### config.mk
export PLATFORM = sky130hd
export DESIGN_NAME = jstk_spi_reader_flat
export DESIGN_NICKNAME = d
export VERILOG_FILES = /design/src/rtl/jstk_spi_reader_if.sv /design/src/rtl/jstk_spi_reader.sv /design/src/flat_wrapper.sv
export SDC_FILE = /design/constraint.sdc
export NUM_CORES = 1
export LEC_CHECK = 0
export ABC_CLOCK_PERIOD_IN_PS = 2000
export CAP_MARGIN = 5
export CORE_ASPECT_RATIO = 0.5
export CORE_UTILIZATION = 50
export DETAILED_ROUTE_END_ITERATION = 16
export DONT_BUFFER_PORTS = 1
export GPL_TIMING_DRIVEN = 0
export PLACE_DENSITY = 0.66
export SLEW_MARGIN = 30
export SYNTH_ARGS = -nofsm -noshare
export SYNTH_HDL_FRONTEND = slang
export SYNTH_SLANG_ARGS = --single-unit
### constraint.sdc
create_clock -name clk -period 2 [get_ports clk]
set_input_delay 0.4 -clock clk [delete_from_list [all_inputs] [get_ports clk]]
set_output_delay 0.4 -clock clk [all_outputs]
set_load 0.1 [all_outputs]
### src/rtl/jstk_spi_reader_if.sv
// Pin- and data-side signals of the PmodJSTK poller, grouped as one bundle.
// The master modport is the reader itself; the slave modport is its environment.
interface jstk_spi_reader_if;
    logic        enable;
    logic [1:0]  led_cmd;
    logic        miso;
    logic        sclk;
    logic        mosi;
    logic        ss_n;
    logic [39:0] jstk_data;
    logic        data_valid;
    logic        busy;

    modport master (
        input  enable, led_cmd, miso,
        output sclk, mosi, ss_n, jstk_data, data_valid, busy
    );

    modport slave (
        output enable, led_cmd, miso,
        input  sclk, mosi, ss_n, jstk_data, data_valid, busy
    );
endinterface

### src/rtl/jstk_spi_reader.sv
// Periodic SPI mode-0 poller for the PmodJSTK: one 5-byte transaction per poll,
// the received packet is published whole with a single-cycle data_valid strobe.
module jstk_spi_reader #(
    parameter int SCLK_HALF   = 750,
    parameter int SS_SETUP    = 1500,
    parameter int BYTE_GAP    = 1000,
    parameter int POLL_PERIOD = 1_000_000
) (
    input  logic               clk,
    input  logic               reset,
    jstk_spi_reader_if.master  bus
);

    // state    | meaning
    // ST_IDLE  | ss_n high, poll timer running, wait for expiry and enable
    // ST_SETUP | ss_n low, sclk low, first MOSI bit presented
    // ST_SHIFT | clocking one byte, sclk_q selects low/high half
    // ST_GAP   | ss_n low, sclk idle between bytes
    typedef enum logic [1:0] {ST_IDLE, ST_SETUP, ST_SHIFT, ST_GAP} state_t;

    localparam int TMR_MAX = (SS_SETUP > BYTE_GAP)
                           ? ((SS_SETUP > SCLK_HALF) ? SS_SETUP : SCLK_HALF)
                           : ((BYTE_GAP > SCLK_HALF) ? BYTE_GAP : SCLK_HALF);
    localparam int TMR_W  = $clog2(TMR_MAX + 1);
    localparam int POLL_W = $clog2(POLL_PERIOD + 1);

    localparam logic [TMR_W-1:0]  SETUP_LD = TMR_W'(SS_SETUP - 1);
    localparam logic [TMR_W-1:0]  HALF_LD  = TMR_W'(SCLK_HALF - 1);
    localparam logic [TMR_W-1:0]  GAP_LD   = TMR_W'(BYTE_GAP - 1);
    localparam logic [POLL_W-1:0] POLL_LD  = POLL_W'(POLL_PERIOD);

    state_t            state_q, state_d;
    logic [TMR_W-1:0]  tmr_q, tmr_d;
    logic [POLL_W-1:0] poll_q, poll_d;
    logic [2:0]        bit_q, bit_d;
    logic [2:0]        byte_q, byte_d;
    logic [7:0]        tx_q, tx_d;
    logic [39:0]       rx_q, rx_d;
    logic [39:0]       data_q, data_d;
    logic              sclk_q, sclk_d;
    logic              ss_n_q, ss_n_d;
    logic              valid_q, valid_d;
    logic              tmr_done;

    assign tmr_done = (tmr_q == '0);

    always_ff @(posedge clk) begin
        if (reset) begin
            state_q <= ST_IDLE;
            tmr_q   <= '0;
            poll_q  <= '0;
            bit_q   <= '0;
            byte_q  <= '0;
            tx_q    <= '0;
            rx_q    <= '0;
            data_q  <= '0;
            sclk_q  <= 1'b0;
            ss_n_q  <= 1'b1;
            valid_q <= 1'b0;
        end else begin
            state_q <= state_d;
            tmr_q   <= tmr_d;
            poll_q  <= poll_d;
            bit_q   <= bit_d;
            byte_q  <= byte_d;
            tx_q    <= tx_d;
            rx_q    <= rx_d;
            data_q  <= data_d;
            sclk_q  <= sclk_d;
            ss_n_q  <= ss_n_d;
            valid_q <= valid_d;
        end
    end

    always_comb begin
        state_d = state_q;
        tmr_d   = tmr_q;
        poll_d  = poll_q;
        bit_d   = bit_q;
        byte_d  = byte_q;
        tx_d    = tx_q;
        rx_d    = rx_q;
        data_d  = data_q;
        sclk_d  = sclk_q;
        ss_n_d  = ss_n_q;
        valid_d = 1'b0;

        case (state_q)
            ST_IDLE: begin
                // poll timer counts down; zero means expired, which is also its reset value
                if (poll_q != '0) begin
                    poll_d = poll_q - POLL_W'(1);
                end
                if ((poll_q == '0) && bus.enable) begin
                    tx_d    = {6'b100000, bus.led_cmd};
                    ss_n_d  = 1'b0;
                    tmr_d   = SETUP_LD;
                    state_d = ST_SETUP;
                end
            end
            ST_SETUP, ST_GAP: begin
                if (tmr_done) begin
                    tmr_d   = HALF_LD;
                    state_d = ST_SHIFT;
                end else begin
                    tmr_d = tmr_q - TMR_W'(1);
                end
            end
            ST_SHIFT: begin
                if (!tmr_done) begin
                    tmr_d = tmr_q - TMR_W'(1);
                end else if (!sclk_q) begin
                    sclk_d = 1'b1;
                    rx_d   = {rx_q[38:0], bus.miso};
                    tmr_d  = HALF_LD;
                end else begin
                    // falling edge: advance MOSI so it is settled for the whole next low half
                    sclk_d = 1'b0;
                    tx_d   = {tx_q[6:0], 1'b0};
                    if (bit_q != 3'd7) begin
                        bit_d = bit_q + 3'd1;
                        tmr_d = HALF_LD;
                    end else begin
                        bit_d = '0;
                        if (byte_q == 3'd4) begin
                            byte_d  = '0;
                            ss_n_d  = 1'b1;
                            data_d  = rx_q;
                            valid_d = 1'b1;
                            poll_d  = POLL_LD;
                            state_d = ST_IDLE;
                        end else begin
                            byte_d  = byte_q + 3'd1;
                            tmr_d   = GAP_LD;
                            state_d = ST_GAP;
                        end
                    end
                end
            end
            default: state_d = ST_IDLE;
        endcase
    end

    assign bus.sclk       = sclk_q;
    assign bus.mosi       = tx_q[7];
    assign bus.ss_n       = ss_n_q;
    assign bus.jstk_data  = data_q;
    assign bus.data_valid = valid_q;
    assign bus.busy       = ~ss_n_q;

endmodule

### src/flat_wrapper.sv
// flat-port wrapper written by rule: the top's interface ports become plain ports
module jstk_spi_reader_flat 
#(
    parameter int SCLK_HALF   = 750,
    parameter int SS_SETUP    = 1500,
    parameter int BYTE_GAP    = 1000,
    parameter int POLL_PERIOD = 1_000_000
)
  (clk, reset, bus_enable, bus_led_cmd, bus_miso, bus_sclk, bus_mosi, bus_ss_n, bus_jstk_data, bus_data_valid, bus_busy);
  jstk_spi_reader_if bus_i ();
  input  logic clk;
  input  logic reset;
  input wire logic [$bits(bus_i.enable)-1:0] bus_enable;
  input wire logic [$bits(bus_i.led_cmd)-1:0] bus_led_cmd;
  input wire logic [$bits(bus_i.miso)-1:0] bus_miso;
  output wire logic [$bits(bus_i.sclk)-1:0] bus_sclk;
  output wire logic [$bits(bus_i.mosi)-1:0] bus_mosi;
  output wire logic [$bits(bus_i.ss_n)-1:0] bus_ss_n;
  output wire logic [$bits(bus_i.jstk_data)-1:0] bus_jstk_data;
  output wire logic [$bits(bus_i.data_valid)-1:0] bus_data_valid;
  output wire logic [$bits(bus_i.busy)-1:0] bus_busy;
  assign bus_i.enable = bus_enable;
  assign bus_i.led_cmd = bus_led_cmd;
  assign bus_i.miso = bus_miso;
  assign bus_sclk = bus_i.sclk;
  assign bus_mosi = bus_i.mosi;
  assign bus_ss_n = bus_i.ss_n;
  assign bus_jstk_data = bus_i.jstk_data;
  assign bus_data_valid = bus_i.data_valid;
  assign bus_busy = bus_i.busy;
  jstk_spi_reader #(.SCLK_HALF(SCLK_HALF), .SS_SETUP(SS_SETUP), .BYTE_GAP(BYTE_GAP), .POLL_PERIOD(POLL_PERIOD)) u_core (.clk(clk), .reset(reset), .bus(bus_i));
endmodule
==> results by group, run 1 <==
Worst setup path
  • Arrival @ worst endpoint: 2.57 ns
  • Crit path max-delay family: simple AND/OR/NAND/NOR gates
  • Req. time, crit path: 2.34 ns
  • Crit-path max FO: 6
  • Nature of the critical path startpoint: flop
  • Critical path endpoint category: flop
  • Slowest cell on crit path: dfxtp_4
  • WS Path Type: reg -> reg
  • Worst Path Buf+Inv: 1
  • CP cell instances: and4_4, nand4_1, a21o_2, buf_8, or4b_1, a21oi_1
  • Peak per-stage delay on the critical path: 0.56 ns

Finish
  • Inserted Diodes: 0
  • Final nets: 728
  • Area delta synth->final: 26.4%
  • Final design utilization: 0.662
  • Commonest non-fill, non-tap cell in the layout: nand2_1
  • Commonest non-fill, non-tap cells in the layout: nand2_1, dfxtp_1, a21oi_1
  • Fill count: 845
  • Share of cells above drive strength 1: 0.200

Synth
  • Seq cells post-synth: 130
  • EDFF count, synth: 0
  • Unique masters post-synth: 52
  • Ys flop type: dfxtp_1
  • Xor/xnor share of the synthesized area: 0.00484
  • Post-synthesis cell area: 5430 µm²
  • Synthesized Nets: 689
  • Synth Area in Adders: 0.0184
  • Register area share after synthesis: 0.479
  • Synth Warn #: 0
  • Synth Instances: 675
  • Main combinational cell family by area after synthesis: simple AND/OR/NAND/NOR gates
  • Post-synthesis simple-gate area fraction: 0.254
  • Mux contribution to synthesized area: 0.00599
  • Syn Area/Cell: 8.05 µm²
  • Async SR Flop Fraction: 0
  • Compound-cell area share of the yosys netlist: 0.193

Timing
  • Slew HR: 0.325
  • Slack of the critical path: -0.236 ns
  • Peak Freq: 447 MHz
  • Worst-Margin Slew: 1.01 ns
  • Min Tclk post-route: 2.24 ns
  • Finish-stage setup viols: 28
  • Final-report hold violation count: 0
  • Final Cycle Share: 1.12
  • Slew Viols, Final: 0
  • Setup Skew: 0.0118 ns
  • WHS: 0.114 ns
  • Unrepaired setup endpoints after global routing: yes

Outcome
  • Violated checks: negative setup slack
  • Status: finished with violations

Detailed routing
  • Routed len/inst: 16.5 µm
  • DRT Pass-1 Iters: 5
  • Vias/cell: 5.75
  • Drt total wl: 14300 µm
  • Final ANT Viol Nets: 0
  • Iteration-0 DRC count of the detailed router: 320
  • DR vias: 4981
  • Drt drc: 0

Clocking
  • Cts bufs inserted: 17
  • TritonCTS clock tree: done
  • Root Buffer: clkbuf_16
  • Htree depth: 4
  • Post-CTS Hold Fix Bufs: 0
  • Max Root-Sink Buffers: 2
  • Worst skew pair latency: 0.42 ns
  • Clk sinks: 130
  • Clock slew at reported path FFs: 0.06 ns

Global routing
  • First-pass GRT wire length: 22600 µm
  • Vias in the first global route: 4637
  • Tot GR Track Use: 0.259
  • Gr ovfl total: 0
  • Largest net degree at the start of global routing: 17
  • Initial antenna violation count: 0

Pwr
  • Pwr Total: 0.0115 W
  • Pwr/cell area: 1680 nW/µm²
  • VDD IR-drop max: 0.698 mV
  • Pleak: 2.37 nW

Placed design
  • Placer Congestion: 0.867
  • Port Buf Inserts: 0
  • Pre-CTS setup slack: -0.673 ns
  • Detailed Place HPWL: 8750 µm

Job
  • Max Cap Viol: 0

Min path
  • Hold Crit Class: in -> reg

Floorplan
  • Row count: 26
  • Initial core utilization: 0.524
  • Die area: 11300 µm²
  • Core Area: 10400 µm²
  • IO Pins: 51
  • Height of the chip: 75.7 µm
  • Chip Width: 149 µm
==> logic make-up (layout without fill, tap and decap cells) <==
| kind of cell | count (synthesis) | in the layout |
|---|---|---|
| AOI/OAI and AO/OA | 179 | 179 |
| xor gates and xnor gates | 3 | 3 |
| adders and majority gates | 8 | 8 |
| buffers and inverters | 61 | 112 |
| DFF | 130 | 130 |
| muxes | 3 | 3 |
| and+or+nand+nor | 291 | 291 |
==> power by group <==
| part | switching (W) | internal [W] | total, W |
|---|---|---|---|
| sequential | 0.000556 | 0.00293 | 0.00349 |
| clock | 0.00127 | 0.00201 | 0.00328 |
| combinational | 0.00271 | 0.00204 | 0.00475 |
| total | 0.00454 | 0.00698 | 0.0115 |
==> Yosys cell counts (4+ instances only) <==
cell	n	share of area
a211oi_1	7	0.0097
a21oi_1	111	0.10
a22o_1	5	0.0081
a31oi_1	10	0.012
and4_1	4	0.0064
clkbuf_1	42	0.029
dfxtp_1	130	0.48
ha_1	8	0.018
inv_1	14	0.0097
nand2_1	182	0.13
nand2b_1	4	0.0046
nand3_1	11	0.010
nand4_1	4	0.0046
nor2_1	22	0.015
nor3_1	6	0.0055
nor4_1	6	0.0069
o21ai_0	11	0.010
o31ai_1	14	0.019
o41ai_1	4	0.0064
or3_1	13	0.015
or4_1	18	0.025
==> state kept, by name, indices dropped and copies added, names as in the netlist <==
register	cells
u_core.bus.jstk_data	40
u_core.rx_q	40
u_core.poll_q	20
u_core.tmr_q	11
u_core.tx_q	8
u_core.bit_q	3
u_core.byte_q	3
u_core.state_q	2
u_core.bus.data_valid	1
u_core.bus.sclk	1
u_core.bus.ss_n	1
==> metal layers <==
layer / wire, µm / global-route usage / vias up / part of all wire
met3: 725 / 0.0749 / 23 / 0.051
met1: 6470 / 0.312 / 2387 / 0.45
met5: 0 / 0 / - / 0
li1: - / - / 2455 / -
met2: 6840 / 0.452 / 116 / 0.48
met4: 222 / 0.0884 / 0 / 0.016
==> metrics by stage <==
step	cell area (µm²)	std cells	TNS, ns
2_1_floorplan	5490	675	-0.0472
3_3_place_gp	5670	815	-39.48
3_5_place_dp	5670	815	-44.50
4_1_cts	6660	858	-2.63
5_1_grt	6870	866	-10.73
6_report	6870	866	-2.77
==> final timing paths <==
check / from / to / slack [ns] / cells past startpoint
worst max register to register: u_core.bus.sclk$_SDFFE_PP0N_ / u_core.poll_q[11]$_SDFFE_PP0P_ / -0.24 / 6
worst min-delay path: bus_miso / u_core.rx_q[0]$_SDFFE_PP0P_ / 0.11 / 2
worst min register to register: u_core.tx_q[1]$_SDFFE_PP0P_ / u_core.tx_q[1]$_SDFFE_PP0P_ / 0.46 / 2
worst max-delay path: u_core.bus.sclk$_SDFFE_PP0N_ / u_core.poll_q[11]$_SDFFE_PP0P_ / -0.24 / 6
==> what timing repair did <==
item,4_1_cts,5_1_grt
resized for setup,82,41
pin swaps,37,12
buffers inserted,10,10
setup endpoints to repair,125,124
cloned,3,0
==> cell type report <==
class | instances | area, µm² | share of cell area
Buffer | 44 | 312 | 0.0454
Clock buffer | 17 | 425 | 0.0620
Clock inverter | 14 | 194 | 0.0282
Inverter | 14 | 56.3 | 0.00820
Multi-Input combinational cell | 484 | 2870 | 0.418
Sequential cell | 130 | 2640 | 0.384
Tap cell | 140 | 175 | 0.0255
Timing Repair Buffer | 23 | 199 | 0.0290
No activity file was read; power rests on OpenSTA's default activity.
==> run 2: changes to the inputs <==
--- a/config.mk
+++ b/config.mk
@@ -13,6 +13,7 @@
 export DONT_BUFFER_PORTS = 1
 export GPL_TIMING_DRIVEN = 0
 export PLACE_DENSITY = 0.66
+export SKIP_CTS_REPAIR_TIMING = 1
 export SLEW_MARGIN = 30
 export SYNTH_ARGS = -nofsm -noshare
 export SYNTH_HDL_FRONTEND = slang
==> results by group, run 2 (synthesis gave the netlist of run 1 again) <==
Worst setup path
  • Crit path max-delay family: simple AND/OR/NAND/NOR gates
  • Slowest cell on crit path: or4_4
  • Most used cell, CP: ha_4
  • Reg2Reg Launch Point: u_core.bit_q[1]$_SDFFE_PP0P_
  • RR Endpoint: u_core.poll_q[18]$_SDFFE_PP0P_
  • Req. time, crit path: 2.34 ns
  • Nature of the critical path startpoint: flop
  • Crit-path max FO: 6
  • Arrival @ worst endpoint: 2.67 ns
  • CP cell instances: ha_4, ha_4, and4_4, nand4_1, buf_4, mux2_4, or4_4, a31oi_1
  • R2R Setup Slk: -0.33 ns
  • Critical path endpoint category: flop
  • WS Path Type: reg -> reg
  • Worst Path Buf+Inv: 1
  • Worst-case reg-to-reg path depth: 8
  • Peak per-stage delay on the critical path: 0.47 ns

Global routing
  • Initial antenna violation count: 0
  • Gr ovfl total: 0
  • Vias in the first global route: 4351
  • First-pass GRT wire length: 20900 µm
  • Largest net degree at the start of global routing: 17
  • Tot GR Track Use: 0.240

Outcome
  • Violated checks: negative setup slack
  • Status: finished with violations

Detailed routing
  • Drt total wl: 14000 µm
  • DRT Pass-1 Iters: 5
  • Vias/cell: 5.79
  • Final ANT Viol Nets: 0
  • Iteration-0 DRC count of the detailed router: 499
  • DR vias: 5010
  • Routed len/inst: 16.2 µm
  • Drt drc: 0

Timing
  • WHS: 0.116 ns
  • Peak Freq: 430 MHz
  • Min Tclk post-route: 2.33 ns
  • Setup Skew: 0.00891 ns
  • Unrepaired setup endpoints after global routing: yes
  • Slew HR: 0.324
  • Final Cycle Share: 1.16
  • Slack of the critical path: -0.325 ns
  • Slew Viols, Final: 0
  • Final-report hold violation count: 0
  • Worst-Margin Slew: 1.01 ns
  • Finish-stage setup viols: 39

Min path
  • Min-delay src: bus_miso
  • Hold Path Sink: u_core.rx_q[0]$_SDFFE_PP0P_
  • Worst Hold Path Cells: 2
  • Hold Crit Class: in -> reg

Placed design
  • Placer Congestion: 0.867
  • Area post-placement: 5670 µm²
  • Pre-CTS setup slack: -0.673 ns
  • Port Buf Inserts: 0
  • Detailed Place HPWL: 8750 µm

Clocking
  • TritonCTS clock tree: done
  • Cts bufs inserted: 17
  • Clk sinks: 130
  • Worst skew pair latency: 0.42 ns
  • Root Buffer: clkbuf_16
  • Clock slew at reported path FFs: 0.06 ns
  • Max Root-Sink Buffers: 2
  • Htree depth: 4

Floorplan
  • Height of the chip: 75.7 µm
  • Initial core utilization: 0.524
  • IO Pins: 51
  • Core Area: 10400 µm²
  • Chip Width: 149 µm
  • Die area: 11300 µm²
  • Row count: 26

Pwr
  • Pwr/cell area: 1670 nW/µm²
  • Pleak: 2.37 nW
  • Pwr Total: 0.0114 W
  • VDD IR-drop max: 0.689 mV

Finish
  • Area delta synth->final: 25.4%
  • Fin area: 6820 µm²
  • Commonest non-fill, non-tap cells in the layout: nand2_1, dfxtp_1, a21oi_1
  • Inserted Diodes: 0
  • Final nets: 727
  • Commonest non-fill, non-tap cell in the layout: nand2_1
  • Share of cells above drive strength 1: 0.192

Job
  • Max Cap Viol: 0
[run 2: cell types whose count changed in the layout (fill, tap and decap cells not counted), moves of 3 or more]
cell,delta
buf_4,-6
clkbuf_2,+8
clkbuf_8,-8
dfxtp_1,+4
nor2_1,-3
o21ai_0,+3
o21ai_1,-3
[run 2: cell type report]
cell class	count	area, µm²
clock inverter	14	194
buffer	43	240
timing repair buffer	22	241
multi-input combinational	485	2850
sequential	130	2630
fill	857	3560
tap	140	175
clock buffer	17	425
inverter	14	61.3
[run 2: stage by stage]
| stage | utilization | instances | TNS (ns) |
|---|---|---|---|
| after CTS | 0.606 | 846 | -48.95 |
| after global placement | 0.546 | 815 | -39.48 |
| after floorplan | - | 675 | -0.0472 |
| after detailed placement | 0.546 | 815 | -44.50 |
| after global routing | 0.657 | 865 | -12.84 |
| final | 0.657 | 865 | -6.44 |
[run 2: how the worst max path moves through the flow]
stage | slack (ns) | endpoint | cells past startpoint | from
2_1_floorplan | -0.02 | u_core.poll_q[14]$_SDFFE_PP0P_ | 8 | u_core.bit_q[1]$_SDFFE_PP0P_
3_5_place_dp | -0.67 | u_core.byte_q[0]$_SDFFE_PP0P_ | 9 | u_core.tmr_q[0]$_SDFFE_PP0P_
5_1_grt | -0.37 | u_core.poll_q[19]$_SDFFE_PP0P_ | 8 | u_core.bit_q[1]$_SDFFE_PP0P_
3_3_place_gp | -0.64 | u_core.byte_q[1]$_SDFFE_PP0P_ | 9 | u_core.tmr_q[0]$_SDFFE_PP0P_
6_report | -0.33 | u_core.poll_q[18]$_SDFFE_PP0P_ | 8 | u_core.bit_q[1]$_SDFFE_PP0P_
4_1_cts | -0.70 | u_core.byte_q[1]$_SDFFE_PP0P_ | 9 | u_core.tmr_q[0]$_SDFFE_PP0P_
[run 2: routing by layer]
metal / up-vias / global-route usage / wire [µm]
li1: 2463 / - / -
met1: 2353 / 0.299 / 6250
met2: 168 / 0.408 / 6570
met3: 26 / 0.0731 / 936
met4: 0 / 0.0726 / 219
met5: - / 0 / 0
[run 2: power breakdown]
group | total, W | leakage (nW) | internal (W) | switching (W)
logic | 0.00468 | 1.01 | 0.00204 | 0.00264
registers | 0.00345 | 1.06 | 0.00292 | 0.000534
clock network | 0.00328 | 0.305 | 0.00201 | 0.00127
==> run 3: changes to the inputs <==
--- a/config.mk
+++ b/config.mk
@@ -5,14 +5,16 @@
 export SDC_FILE = /design/constraint.sdc
 export NUM_CORES = 1
 export LEC_CHECK = 0
-export ABC_CLOCK_PERIOD_IN_PS = 2000
+export ABC_CLOCK_PERIOD_IN_PS = 2350
 export CAP_MARGIN = 5
 export CORE_ASPECT_RATIO = 0.5
+export CORE_MARGIN = 5
 export CORE_UTILIZATION = 50
+export CTS_CLUSTER_SIZE = 28
 export DETAILED_ROUTE_END_ITERATION = 16
 export DONT_BUFFER_PORTS = 1
 export GPL_TIMING_DRIVEN = 0
-export PLACE_DENSITY = 0.66
+export PLACE_DENSITY = 0.63
 export SKIP_CTS_REPAIR_TIMING = 1
 export SLEW_MARGIN = 30
 export SYNTH_ARGS = -nofsm -noshare
==> constraint.sdc (replaced) <==
create_clock -name clk -period 2.35 [get_ports clk]
set_input_delay 0.47 -clock clk [delete_from_list [all_inputs] [get_ports clk]]
set_output_delay 0.47 -clock clk [all_outputs]
set_load 0.1 [all_outputs]
==> results by group, run 3 (synthesis gave the netlist of run 1 again) <==
Outcome
  • Status: complete, no violations

Worst setup path
  • Peak per-stage delay on the critical path: 0.46 ns
  • Crit path max-delay family: simple AND/OR/NAND/NOR gates
  • Arrival @ worst endpoint: 2.59 ns
  • Critical path endpoint category: flop
  • Reg2Reg Launch Point: u_core.poll_q[2]$_SDFFE_PP0P_
  • Most used cell, CP: buf_4
  • WS Path Type: reg -> reg
  • RR Endpoint: u_core.poll_q[0]$_SDFFE_PP0P_
  • Worst Path Buf+Inv: 3
  • Nature of the critical path startpoint: flop
  • Worst-case reg-to-reg path depth: 8
  • R2R Setup Slk: 0.11 ns
  • Req. time, crit path: 2.70 ns
  • Slowest cell on crit path: nor4_4
  • CP cell instances: nor4_4, nand4_1, buf_4, nor3_2, buf_4, buf_4, o21ai_0, a21oi_1
  • Crit-path max FO: 10

Global routing
  • Initial antenna violation count: 0
  • Largest net degree at the start of global routing: 17
  • Vias in the first global route: 4505
  • Gr ovfl total: 0
  • First-pass GRT wire length: 22500 µm
  • Tot GR Track Use: 0.210

Pwr
  • Sw Pwr: 0.00342 W
  • Pwr Total: 0.00860 W
  • Pwr/cell area: 1360 nW/µm²
  • VDD IR-drop max: 0.520 mV
  • Internal power: 0.00518 W
  • Sequential share of power: 0.336
  • Switch share: 0.397
  • Pleak: 2.18 nW
  • Gate power share: 0.364
  • Clock power frac: 0.301

Min path
  • Worst Hold Path Cells: 2
  • Hold Path Sink: u_core.rx_q[0]$_SDFFE_PP0P_
  • Hold Crit Class: in -> reg
  • Min-delay src: bus_miso

Job
  • Max Cap Viol: 0

Finish
  • Commonest non-fill, non-tap cell in the layout: nand2_1
  • Share of cells above drive strength 1: 0.121
  • Final nets: 710
  • Final design utilization: 0.609
  • Fill count: 952
  • Fin area: 6340 µm²
  • Commonest non-fill, non-tap cells in the layout: nand2_1, dfxtp_1, a21oi_1
  • Inserted Diodes: 0
  • Area delta synth->final: 16.7%

Detailed routing
  • DR vias: 4876
  • Drt drc: 0
  • Iteration-0 DRC count of the detailed router: 361
  • Vias/cell: 5.74
  • Drt total wl: 13800 µm
  • Routed len/inst: 16.2 µm
  • Final ANT Viol Nets: 0
  • DRT Pass-1 Iters: 5

Timing
  • Setup Skew: 0.0150 ns
  • Slack of the critical path: 0.108 ns
  • Slew HR: 0.326
  • Slew Viols, Final: 0
  • Final Cycle Share: 0.954
  • Peak Freq: 446 MHz
  • Final-report hold violation count: 0
  • Min Tclk post-route: 2.24 ns
  • Finish-stage setup viols: 0
  • Worst-Margin Slew: 1.01 ns

Clocking
  • Cts bufs inserted: 17
  • Worst skew pair latency: 0.43 ns
  • TritonCTS clock tree: done
  • Clk sinks: 130
  • Root Buffer: clkbuf_16
  • Htree depth: 4
  • Max Root-Sink Buffers: 2
  • Clock slew at reported path FFs: 0.06 ns

Floorplan
  • Die area: 13200 µm²
  • Chip Width: 157 µm
  • Core Area: 10400 µm²
  • IO Pins: 51
  • Row count: 26
  • Height of the chip: 83.7 µm
  • Initial core utilization: 0.522

Placed design
  • Area post-placement: 5610 µm²
  • Pre-CTS setup slack: -0.582 ns
  • Placer Congestion: 0.833
  • Port Buf Inserts: 0
  • Detailed Place HPWL: 8980 µm
[run 3: through the flow]
step	TNS, ns	hold slack (ns)	cells
after floorplan	0	0.432	675
after CTS	-16.73	0.174	847
final	0	0.182	849
after detailed placement	-14.00	0.451	815
after global routing	-0.0589	0.181	849
after global placement	-11.87	0.443	815
[run 3: routing by layer]
| metal | up-vias | track usage | part of all wire |
|---|---|---|---|
| met5 | - | 0 | 0 |
| met4 | 0 | 0.0664 | 0.016 |
| met3 | 23 | 0.0611 | 0.051 |
| met2 | 106 | 0.328 | 0.46 |
| met1 | 2334 | 0.279 | 0.47 |
| li1 | 2413 | - | - |
[run 3: how the worst max path moves through the flow]
stage	to	from	cells past startpoint
2_1_floorplan	u_core.poll_q[14]$_SDFFE_PP0P_	u_core.bus.sclk$_SDFFE_PP0N_	6
3_3_place_gp	u_core.byte_q[1]$_SDFFE_PP0P_	u_core.tmr_q[0]$_SDFFE_PP0P_	9
5_1_grt	u_core.poll_q[17]$_SDFFE_PP0P_	u_core.poll_q[2]$_SDFFE_PP0P_	5
3_5_place_dp	u_core.byte_q[1]$_SDFFE_PP0P_	u_core.tmr_q[0]$_SDFFE_PP0P_	9
6_report	u_core.poll_q[0]$_SDFFE_PP0P_	u_core.poll_q[2]$_SDFFE_PP0P_	8
4_1_cts	u_core.byte_q[1]$_SDFFE_PP0P_	u_core.tmr_q[0]$_SDFFE_PP0P_	9
[run 3: cell type report]
cell class | count | area (µm²) | area share
multi-input combinational | 484 | 2690 | 0.424
sequential | 130 | 2610 | 0.412
clock buffer | 19 | 453 | 0.0714
buffer | 46 | 213 | 0.0335
tap | 140 | 175 | 0.0276
clock inverter | 13 | 126 | 0.0199
inverter | 14 | 52.6 | 0.00829
timing repair buffer | 3 | 22.5 | 0.00355
[run 3: power groups by stage]
stage          sequential (W)  clock [W]  combinational [W]
2_1_floorplan         0.00282          0            0.00225
3_3_place_gp          0.00289          0            0.00282
3_5_place_dp          0.00289          0            0.00285
4_1_cts               0.00285    0.00262            0.00288
5_1_grt               0.00292    0.00274            0.00347
6_report              0.00289    0.00259            0.00313
